==> src/rtl/uart_tx_arbiter.sv <==
// Two-requester byte arbiter in front of a single UART sender: per-requester FIFOs,
// round-robin grant with an optional frame lock, start/done handshake with a timeout.
`timescale 1ns/1ps

module uart_tx_arbiter #(
  parameter int FIFO_DEPTH = 4,
  parameter int TIMEOUT    = 20000
) (
  input  logic       clk_i,
  input  logic       rst_n_i,
  input  logic [7:0] req0_data_i,
  input  logic       req0_valid_i,
  output logic       req0_ready_o,
  input  logic       req0_lock_i,
  input  logic [7:0] req1_data_i,
  input  logic       req1_valid_i,
  output logic       req1_ready_o,
  input  logic       req1_lock_i,
  output logic [7:0] send_data_o,
  output logic       send_start_o,
  input  logic       send_done_i,
  output logic       busy_o,
  output logic       tx_err_o
);

  localparam int          AW        = $clog2(FIFO_DEPTH);
  localparam logic [15:0] TIMEOUT_C = 16'(TIMEOUT);
  localparam logic [AW:0] PTR_ONE   = {{AW{1'b0}}, 1'b1};
  localparam logic [AW:0] PTR_ZERO  = {(AW + 1){1'b0}};

  typedef enum logic [1:0] {
    ST_IDLE  = 2'd0,
    ST_START = 2'd1,
    ST_WAIT  = 2'd2
  } state_e;

  // Full when the index bits match but the wrap bits differ.
  function automatic logic ptr_full(input logic [AW:0] wr, input logic [AW:0] rd);
    return (wr[AW] != rd[AW]) && (wr[AW-1:0] == rd[AW-1:0]);
  endfunction

  function automatic logic ptr_empty(input logic [AW:0] wr, input logic [AW:0] rd);
    return wr == rd;
  endfunction

  logic [7:0]  mem0_q [FIFO_DEPTH];
  logic [7:0]  mem1_q [FIFO_DEPTH];
  logic [AW:0] wr0_ptr_q;
  logic [AW:0] rd0_ptr_q;
  logic [AW:0] wr1_ptr_q;
  logic [AW:0] rd1_ptr_q;

  state_e      state_q;
  logic [7:0]  send_data_q;
  logic        send_start_q;
  logic        busy_q;
  logic        tx_err_q;
  logic        last_grant_q;
  logic        lock_vld_q;
  logic        lock_owner_q;
  logic [15:0] cnt_q;

  logic        full0_s;
  logic        full1_s;
  logic        empty0_s;
  logic        empty1_s;
  logic        push0_s;
  logic        push1_s;
  logic        pop0_s;
  logic        pop1_s;
  logic [7:0]  head0_s;
  logic [7:0]  head1_s;
  logic        owner_lock_s;
  logic        lock_hold_s;
  logic        lock_drop_s;
  logic        grant_vld_s;
  logic        grant_id_s;
  logic [15:0] cnt_inc_s;

  // FIFO status, handshake and head-of-queue views
  always_comb begin
    full0_s  = ptr_full(wr0_ptr_q, rd0_ptr_q);
    full1_s  = ptr_full(wr1_ptr_q, rd1_ptr_q);
    empty0_s = ptr_empty(wr0_ptr_q, rd0_ptr_q);
    empty1_s = ptr_empty(wr1_ptr_q, rd1_ptr_q);
    push0_s  = req0_valid_i & ~full0_s;
    push1_s  = req1_valid_i & ~full1_s;
    head0_s  = mem0_q[rd0_ptr_q[AW-1:0]];
    head1_s  = mem1_q[rd1_ptr_q[AW-1:0]];
  end

  // Grant selection while idle: a live lock pins the grant (or stalls), else round-robin
  always_comb begin
    owner_lock_s = lock_owner_q ? req1_lock_i : req0_lock_i;
    lock_hold_s  = lock_vld_q & owner_lock_s;
    lock_drop_s  = lock_vld_q & ~owner_lock_s;
    grant_vld_s  = 1'b0;
    grant_id_s   = 1'b0;
    if (state_q == ST_IDLE) begin
      if (lock_hold_s) begin
        grant_vld_s = lock_owner_q ? ~empty1_s : ~empty0_s;
        grant_id_s  = lock_owner_q;
      end else if (~empty0_s & ~empty1_s) begin
        grant_vld_s = 1'b1;
        grant_id_s  = ~last_grant_q;
      end else if (~empty0_s) begin
        grant_vld_s = 1'b1;
        grant_id_s  = 1'b0;
      end else if (~empty1_s) begin
        grant_vld_s = 1'b1;
        grant_id_s  = 1'b1;
      end else begin
        grant_vld_s = 1'b0;
        grant_id_s  = 1'b0;
      end
    end else begin
      grant_vld_s = 1'b0;
      grant_id_s  = 1'b0;
    end
    pop0_s    = grant_vld_s & ~grant_id_s;
    pop1_s    = grant_vld_s & grant_id_s;
    cnt_inc_s = cnt_q + 16'd1;
  end

  // FIFO storage; written only on an accepted push, so stored bytes never change
  always_ff @(posedge clk_i) begin
    if (push0_s) begin
      mem0_q[wr0_ptr_q[AW-1:0]] <= req0_data_i;
    end
    if (push1_s) begin
      mem1_q[wr1_ptr_q[AW-1:0]] <= req1_data_i;
    end
  end

  // FIFO pointers
  always_ff @(posedge clk_i or negedge rst_n_i) begin
    if (!rst_n_i) begin
      wr0_ptr_q <= PTR_ZERO;
      rd0_ptr_q <= PTR_ZERO;
      wr1_ptr_q <= PTR_ZERO;
      rd1_ptr_q <= PTR_ZERO;
    end else begin
      if (push0_s) begin
        wr0_ptr_q <= wr0_ptr_q + PTR_ONE;
      end
      if (pop0_s) begin
        rd0_ptr_q <= rd0_ptr_q + PTR_ONE;
      end
      if (push1_s) begin
        wr1_ptr_q <= wr1_ptr_q + PTR_ONE;
      end
      if (pop1_s) begin
        rd1_ptr_q <= rd1_ptr_q + PTR_ONE;
      end
    end
  end

  // Sender control FSM with registered outputs
  always_ff @(posedge clk_i or negedge rst_n_i) begin
    if (!rst_n_i) begin
      state_q      <= ST_IDLE;
      send_data_q  <= 8'h00;
      send_start_q <= 1'b0;
      busy_q       <= 1'b0;
      tx_err_q     <= 1'b0;
      last_grant_q <= 1'b1;
      lock_vld_q   <= 1'b0;
      lock_owner_q <= 1'b0;
      cnt_q        <= 16'd0;
    end else begin
      send_start_q <= 1'b0;
      case (state_q)
        ST_IDLE: begin
          if (grant_vld_s) begin
            send_data_q  <= grant_id_s ? head1_s : head0_s;
            last_grant_q <= grant_id_s;
            lock_owner_q <= grant_id_s;
            lock_vld_q   <= grant_id_s ? req1_lock_i : req0_lock_i;
            busy_q       <= 1'b1;
            state_q      <= ST_START;
          end else if (lock_drop_s) begin
            lock_vld_q <= 1'b0;
          end
        end
        ST_START: begin
          send_start_q <= 1'b1;
          cnt_q        <= 16'd0;
          state_q      <= ST_WAIT;
        end
        ST_WAIT: begin
          // A done pulse wins over a timeout landing on the same edge.
          if (send_done_i) begin
            busy_q  <= 1'b0;
            state_q <= ST_IDLE;
          end else if (cnt_inc_s == TIMEOUT_C) begin
            cnt_q    <= cnt_inc_s;
            tx_err_q <= 1'b1;
            busy_q   <= 1'b0;
            state_q  <= ST_IDLE;
          end else begin
            cnt_q <= cnt_inc_s;
          end
        end
        default: begin
          busy_q  <= 1'b0;
          state_q <= ST_IDLE;
        end
      endcase
    end
  end

  assign req0_ready_o = ~full0_s;
  assign req1_ready_o = ~full1_s;
  assign send_data_o  = send_data_q;
  assign send_start_o = send_start_q;
  assign busy_o       = busy_q;
  assign tx_err_o     = tx_err_q;

endmodule

==> config.mk <==
export PLATFORM = sky130hd
export DESIGN_NAME = uart_tx_arbiter
export DESIGN_NICKNAME = d
export VERILOG_FILES = /design/src/rtl/uart_tx_arbiter.sv
export SDC_FILE = /design/constraint.sdc
export NUM_CORES = 1
export LEC_CHECK = 0
export ABC_AREA = 1
export CAP_MARGIN = 20
export CORE_ASPECT_RATIO = 1.4
export CORE_UTILIZATION = 50
export DETAILED_ROUTE_END_ITERATION = 6
export HOLD_SLACK_MARGIN = 0.12
export PLACE_DENSITY = 0.74
export SETUP_SLACK_MARGIN = 0.4
export SYNTH_ARGS = -nofsm -noshare
export SYNTH_HDL_FRONTEND = slang
export SYNTH_SLANG_ARGS = --single-unit
==> constraint.sdc <==
create_clock -name clk_i -period 4.8 [get_ports clk_i]
set_input_delay 0.96 -clock clk_i [delete_from_list [all_inputs] [get_ports clk_i]]
set_output_delay 0.96 -clock clk_i [all_outputs]
set_load 0.05 [all_outputs]
* After elaboration in Yosys (flattened, before gate mapping)
Memory sizes are Yosys's and may differ from the RTL's. Cells that the tools add are included.
Storage, ports and cells: register bits 44, RAM bits 64, input port bits 23, output and inout bits 13, word-level logic and storage cells 89, memories 2
Operators by class: $add $sub $neg 5, eq/ne operators 12, muxes and demuxes 30, bitwise gates (word level) 16, reduce and logical (&&, ||, !) cells 11
Memory list:
- mem0_q | words 4, width 8, read ports 1, clocked after Yosys merged registers in 0, write ports 1, line 46 | logic [7:0] mem0_q [FIFO_DEPTH];
- mem1_q | words 4, width 8, read ports 1, clocked after Yosys merged registers in 0, write ports 1, line 47 | logic [7:0] mem1_q [FIFO_DEPTH];
Operators with widths (count):
- $pmux W16 S2 | 1
- $mux W1 | 22
- $add A16 B1 Y16 const B | 1
- $eq A16 B15 Y1 const B | 1
- $mux W16 | 1
- $add A3 B1 Y3 const B | 4
- $not A1 Y1 | 9
- $mux W8 | 1
- $reduce_and A2 Y1 | 4
- $and A1 B1 Y1 | 7
- $eq A3 B3 Y1 | 2
- $mux W2 | 3
- $pmux W2 S3 | 1
- $reduce_and A3 Y1 | 2
- $eq A2 B2 Y1 | 2
- $ne A2 B2 Y1 const B | 2
- $reduce_bool A2 Y1 | 2
- $ne A3 B3 Y1 const B | 1
- $pmux W1 S3 | 1
- $eq A2 B1 Y1 const B | 1
- $eq A2 B2 Y1 const B | 1
- $logic_and A1 B1 Y1 | 2
- $logic_not A2 Y1 | 1
- $ne A1 B1 Y1 | 2

* Longest topological paths before layout
Gate-level depths: netlist of the first run.
depth in word-level cells 8, gate-level depth with buffers 13, gate-level depth less buffers 13

* Worst setup path before layout of the first run
No wires, ideal clock.
kind reg2reg, start point register rd1_ptr_q[0], end point memory mem1_q[3][0] (enable), setup time 0.375 ns, data arrival time 1.797 ns, data required time 4.425 ns, slack 2.628 ns, cell stages (with the launch flop) 7, buffers on the path 1, clock period less this slack 2.172 ns, cell sequence dfrtp_1 > buf_2 > xor2_1 > nor2_1 > nand2_1 > nand2_1 > nor2_1
On the way: cells in the longest elaborated chain, start to end 6
Ends and longest elaborated chain:
- start, declared | line 51 | logic [AW:0] rd1_ptr_q;
- start signal, assigned | line 153 | rd1_ptr_q <= rd1_ptr_q + PTR_ONE;
- $eq A2 B2 Y1 | line 39 | return (wr[AW] != rd[AW]) && (wr[AW-1:0] == rd[AW-1:0]);
- $logic_and A1 B1 Y1 | line 39
- $not A1 Y1
- via req1_ready_o | line 17 | output logic req1_ready_o,
- $and A1 B1 Y1 | line 87 | push1_s = req1_valid_i & ~full1_s;
- $mux W1 | line 130 | if (push1_s) begin
- $mux W1 (not written as such) | line 131 | mem1_q[wr1_ptr_q[AW-1:0]] <= req1_data_i;
- end, declared | line 47
The timed path passes the listed nets, and every way through them passes these cells.

* Final worst setup path of the first run
start point register rd1_ptr_q[0], end point output req1_ready_o
On the way: cells in the longest elaborated chain, start to end 3
Ends and longest elaborated chain:
- $eq A2 B2 Y1 | line 39
- $logic_and A1 B1 Y1 | line 39
- $not A1 Y1 | line 213 | assign req1_ready_o = ~full1_s;
- end, declared | line 17
Every way passes these cells.

==> results of run 1 <==
## logic make-up (layout without fill, tap and decap cells)
family	after synthesis	after routing	share of synthesized area, %
xor+xnor	17	17	3.03
buf+inv	62	99	5.51
flops	108	108	61.6
fa+ha+maj	12	12	3.06
compound gates	76	76	8.49
simple gates	206	206	18.3
## final cells by class
type | count | area share (%)
well taps | 132 | 2.93
inverters | 47 | 3.13
repair buffers | 36 | 6.49
multi-input cells | 311 | 28.7
clock buffers | 10 | 4.07
flip-flops and latches | 108 | 53.7
clock inverters | 6 | 0.978
## cell usage in the layout, fill, tap and decap left out, types with 2 or more instances in the layout
master / Yosys / routed
nor2_1: 64 / 64
ha_1: 12 / 12
o21ai_1: 3 / 3
clkdlybuf4s50_1: 0 / 34
nand4_1: 4 / 4
clkbuf_16: 0 / 9
inv_1: 45 / 45
xor2_1: 13 / 13
dfrtp_1: 43 / 43
nand3_2: 3 / 3
nand2_4: 2 / 2
inv_6: 0 / 3
nand2_2: 3 / 3
edfxtp_1: 64 / 64
o21ai_0: 46 / 46
nor2_2: 3 / 3
clkinv_4: 0 / 2
nand3_1: 33 / 33
nand2_1: 92 / 92
xnor2_1: 4 / 4
o22ai_1: 21 / 21
a21oi_1: 3 / 3
## power by group through the flow
stage	registers (mW)	clock network (mW)	logic, mW
after floorplan	1.51	0	0.928
after global routing	1.47	0.758	1.47
after CTS	1.44	0.717	1.34
final	1.44	0.702	1.32
after detailed placement	1.45	0	1.33
after global placement	1.45	0	1.29
## flip-flops by register name (all words and copies together) (netlist names), 2 cells and up
name / flops
cnt_q: 16
mem0_q: 32
mem1_q: 32
rd0_ptr_q: 3
rd1_ptr_q: 3
send_data_o: 8
state_q: 2
wr0_ptr_q: 3
wr1_ptr_q: 3
## worst paths after layout
check / startpoint / end / cells past startpoint
min in group clk_i: wr0_ptr_q[2] / wr0_ptr_q[2] / 1
worst min-delay path: rst_n_i / cnt_q[3] / 1
worst max register to register: rd1_ptr_q[0] / mem1_q[3][3] / 5
max in group asynchronous: rst_n_i / last_grant_q / 2
worst min register to register: wr0_ptr_q[2] / wr0_ptr_q[2] / 1
worst max-delay path: rd1_ptr_q[0] / req1_ready_o / 4
## layer usage
| layer | share of wire (%) | global-route usage (%) |
|---|---|---|
| met3 | 2.6 | 3.81 |
| met4 | 2.4 | 9.38 |
| met1 | 42 | 24.5 |
| met2 | 53 | 35.9 |
| met5 | 0 | 0 |
## metrics by stage
step / instances / utilization [%] / total power, mW
after floorplan: 481 / - / 2.44
after global placement: 633 / 56.0 / 2.73
after detailed placement: 633 / 56.0 / 2.78
after CTS: 649 / 59.0 / 3.49
after global routing: 650 / 59.2 / 3.70
final: 650 / 59.2 / 3.46
==> flow_metrics.env, run 1 <==
export IMPL_fp_row_count=42
export IMPL_netlist_cell_type_count=31
export IMPL_whs_ns=0.454
export IMPL_antennaDiodeCount=0
export IMPL_antenna_left=0
export IMPL_ir_drop_mv=0.316
export IMPL_vias_per_cell=5.16
export IMPL_netlist_top_cells_count="92 x nand2_1, 64 x edfxtp_1, 64 x nor2_1"
export IMPL_regArea_sq_um=3020
export IMPL_start_util_pct=51.6
export IMPL_gp_congestion=0.844
export IMPL_setup_violations=0
export IMPL_vias=3357
export IMPL_layout_min_cycle_time_ns=3.17
export IMPL_crit_path_start_kind="flip-flop"
export IMPL_track_usage_pct=20.6
export IMPL_final_max_slew_viol_count=0
export IMPL_yosys_warnings=0
export IMPL_power_frac_seq_pct=41.6
export IMPL_grt_pass1_wl_microns=15900
export IMPL_die_y_microns=119
export IMPL_synth_area_leaders="edfxtp_1 39%, dfrtp_1 22%, nand2_1 7.0%, nor2_1 4.9%, o21ai_0 4.7%"
export IMPL_hp_class="input pin to asynchronous set/reset pin"
export IMPL_dpl_hpwl_microns=6660
export IMPL_synth_top_area_share_pct=39.2
export IMPL_antenna_found_initial=0
export IMPL_drt_wl_total_microns=9510
export IMPL_grt_overflow_total=0
export IMPL_synth_area_sq_um=4910
export IMPL_io_pins=36
export IMPL_p_sw_share_pct=40.9
export IMPL_cap_violations=0
export IMPL_internal_power_mw=2.04
export IMPL_postSynthAreaPerCell_sq_um=10.2
export IMPL_die_w_microns=85.7
export IMPL_drt_pass1_iter_count=5
export IMPL_fin_area_sq_um=5630
export IMPL_ys_seq_area_share_pct=61.6
export IMPL_crit_slowest_cell="clkdlybuf4s50_1"
export IMPL_status="finished clean"
export IMPL_crit_fanout=20
export IMPL_clk_path_buf_depth=2
export IMPL_dp_slack_ns=1.67
export IMPL_cts_setup_buffers=0
export IMPL_path_cells="xor2_1, nor2_1, nand2_1, clkdlybuf4s50_1"
export IMPL_multi_input_area_sq_um=1610
export IMPL_die_area_sq_um=10200
export IMPL_area_delta_synth_final_pct=14.7
export IMPL_root_buffer="clkbuf_16"
export IMPL_cts_sinks=108
export IMPL_synth_main_ff_cell="edfxtp_1"
export IMPL_drt_iter0_drc=172
export IMPL_synth_edff_count=64
export IMPL_portBuffers=35
export IMPL_critPathMaxStageDelay_ns=0.80
export IMPL_p_comb_share_pct=38.1
export IMPL_drc_errors=0
export IMPL_finalHoldViolations=0
export IMPL_cp_end_kind="output port"
export IMPL_cts_tree="done"
export IMPL_yosysTopAreaCell="edfxtp_1"
export IMPL_critPathKind="flip-flop to output port"
export IMPL_cts_max_level=3
export IMPL_syn_inst=481
export IMPL_cts_resized=0
export IMPL_first_global_vias=3395
export IMPL_final_nets=548
export IMPL_pwr_share_clk_pct=20.3
export IMPL_clock_skew_ns=0.00901
export IMPL_async_flop_share_pct=40.7
export IMPL_p_leak_nw=2.24
export IMPL_power_switching_mw=1.42
export IMPL_clk_transition_reported_paths_ns=0.07
export IMPL_crit_family="buffers and inverters"
export IMPL_wl_per_cell_microns=14.6
export IMPL_ys_ff_latch=108
export IMPL_grt_start_max_net_pins=45
export IMPL_syn_nets=516
export IMPL_cp_required_ns=3.84
export IMPL_max_slew_margin_pct=40.7
export IMPL_drive_gt1_share_pct=6.37
export IMPL_core_area_sq_um=9510
export IMPL_period_share_pct=66.0
export IMPL_worstMarginPinSlew_ns=0.886
export IMPL_synth_most_common_cell="nand2_1"
export IMPL_arrival_ns=2.21
export IMPL_postCtsHoldBufs=0
export IMPL_p_per_area_nw_per_um2=614
export IMPL_rsz0062_at_grt="no"
export IMPL_cts_buffers=9
export IMPL_layout_setup_ws_ns=1.63
export IMPL_timing_setup_tns_ns=0
export IMPL_max_freq_mhz=316
export IMPL_fill_cells=792
export IMPL_path_buf_inv=1
export IMPL_ff2ff_setup_slack_ns=2.49
export IMPL_placed_area_sq_um=5320
export IMPL_insertion_delay_ns=0.34
Power figures use the tool's default switching activity.
==> run 2, diff against run 1 <==
clock period = 3.1 ns   (was 4.8 ns; I/O delays follow)
==> flow_metrics.env, run 2 (synthesized netlist as in run 1, its figures left out) <==
export IMPL_status="finished clean"
export IMPL_die_area_sq_um=10200
export IMPL_drive_gt1_share_pct=7.60
export IMPL_timing_rr_start="state_q[0]"
export IMPL_drt_iter0_drc=174
export IMPL_vias_per_cell=5.18
export IMPL_cts_sinks=108
export IMPL_core_area_sq_um=9510
export IMPL_endpoint="req0_ready_o"
export IMPL_die_w_microns=85.7
export IMPL_clk_transition_reported_paths_ns=0.07
export IMPL_fp_row_count=42
export IMPL_final_max_slew_viol_count=0
export IMPL_start_util_pct=51.6
export IMPL_ff2ff_setup_slack_ns=0.91
export IMPL_cts_max_level=3
export IMPL_arrival_ns=1.78
export IMPL_cts_setup_buffers=0
export IMPL_ir_drop_mv=0.665
export IMPL_fill_cells=798
export IMPL_grt_start_max_net_pins=45
export IMPL_antennaDiodeCount=0
export IMPL_cap_violations=0
export IMPL_cp_required_ns=2.48
export IMPL_drt_pass1_iter_count=4
export IMPL_vias=3410
export IMPL_antenna_left=0
export IMPL_area_delta_synth_final_pct=16.0
export IMPL_max_slew_margin_pct=49.5
export IMPL_drt_wl_total_microns=9540
export IMPL_drc_errors=0
export IMPL_crit_fanout=11
export IMPL_period_share_pct=77.5
export IMPL_p_total_mw=5.40
export IMPL_cts_buffers=9
export IMPL_final_nets=556
export IMPL_first_global_vias=3292
export IMPL_max_freq_mhz=416
export IMPL_layout_common_cells="92 x nand2_1, 64 x nor2_1, 64 x edfxtp_1"
export IMPL_root_buffer="clkbuf_16"
export IMPL_critPathKind="flip-flop to output port"
export IMPL_rsz0062_at_grt="no"
export IMPL_crit_path_start_kind="flip-flop"
export IMPL_antenna_found_initial=0
export IMPL_rr_endpoint="cnt_q[0]"
export IMPL_clock_skew_ns=0.00826
export IMPL_dpl_hpwl_microns=6570
export IMPL_p_leak_nw=2.28
export IMPL_wl_per_cell_microns=14.5
export IMPL_worst_r2r_path_depth=6
export IMPL_insertion_delay_ns=0.35
export IMPL_gp_congestion=0.842
export IMPL_portBuffers=35
export IMPL_cts_tree="done"
export IMPL_finalHoldViolations=0
export IMPL_grt_overflow_total=0
export IMPL_clk_path_buf_depth=2
export IMPL_track_usage_pct=20.2
export IMPL_die_y_microns=119
export IMPL_hp_class="flip-flop to flip-flop"
export IMPL_worstMarginPinSlew_ns=0.755
export IMPL_setup_violations=0
export IMPL_critPathLaunch="rd0_ptr_q[1]"
export IMPL_grt_pass1_wl_microns=15700
export IMPL_io_pins=36
export IMPL_layout_min_cycle_time_ns=2.40
export IMPL_p_per_area_nw_per_um2=949
export IMPL_cp_end_kind="output port"
export IMPL_final_common_cell="nand2_1"
export IMPL_timing_setup_tns_ns=0
-- run 2: cell types whose count changed in the layout (fill, tap and decap cells not counted), sizes merged --
cell / previous run / this run
buf: 2 / 9
clkdlybuf4s50: 34 / 32
clkinv: 3 / 4
dlygate4sd2: 0 / 1
dlygate4sd3: 0 / 1
dlymetal6s2s: 0 / 1
inv: 50 / 49
-- run 2: timing repair --
action	CTS	global route
resized for setup	1	1
setup endpoints to repair	1	1
endpoints found under the hold margin	0	6
pin swaps	0	0
hold buffers	0	1
-- run 2: worst max-delay path, cell delays in order, from the launching register on --
cell	delay (ns)
dfrtp_1	0.57
xor2_1	0.19
nor2_1	0.08
nand2_1	0.07
dlygate4sd2_1	0.52
-- run 2: cell type report --
| cell class | instances | area (sq um) | share of cell area, % |
|---|---|---|---|
| Multi-Input combinational cell | 311 | 1610 | 28.3 |
| Clock buffer | 10 | 229 | 4.02 |
| Timing Repair Buffer | 44 | 429 | 7.54 |
| Inverter | 47 | 176 | 3.10 |
| Tap cell | 132 | 165 | 2.90 |
| Clock inverter | 6 | 57.6 | 1.01 |
| Sequential cell | 108 | 3020 | 53.1 |
-- run 2: metal layers --
layer | GRT usage (%) | part of all wire, %
met2 | 34.6 | 53
met3 | 3.47 | 3.3
met5 | 0 | 0
met4 | 8.02 | 2.2
met1 | 25.3 | 42
-- run 2: worst min path at each step --
stage / startpoint / to / slack, ns / cells after the start
finish: state_q[1] / send_start_o / 0.48 / 1
global route: state_q[1] / send_start_o / 0.49 / 1
CTS: rst_n_i / cnt_q[0] / 0.47 / 1
detailed placement: state_q[1] / send_start_o / 0.46 / 1
global placement: state_q[1] / send_start_o / 0.46 / 1
floorplan: rst_n_i / busy_o / 0.32 / 0
-- run 2: stage by stage --
| step | worst slack [ns] | util [%] | hold WS (ns) | std cells | area, sq um |
|---|---|---|---|---|---|
| after floorplan | 0.928 | - | 0.324 | 481 | 4910 |
| after global placement | 0.450 | 56.5 | 0.461 | 640 | 5380 |
| after detailed placement | 0.372 | 56.5 | 0.465 | 640 | 5380 |
| after CTS | 0.444 | 59.5 | 0.470 | 656 | 5660 |
| after global routing | 0.574 | 59.9 | 0.495 | 658 | 5690 |
| final | 0.698 | 59.9 | 0.475 | 658 | 5690 |
-- run 2: report_power, final --
part	switching, mW	total, mW	internal, mW	leakage (nW)
Clock	0.529	1.09	0.564	0.141
Combinational	1.45	2.14	0.692	0.998
Sequential	0.224	2.17	1.94	1.14
Total	2.20	5.40	3.20	2.28
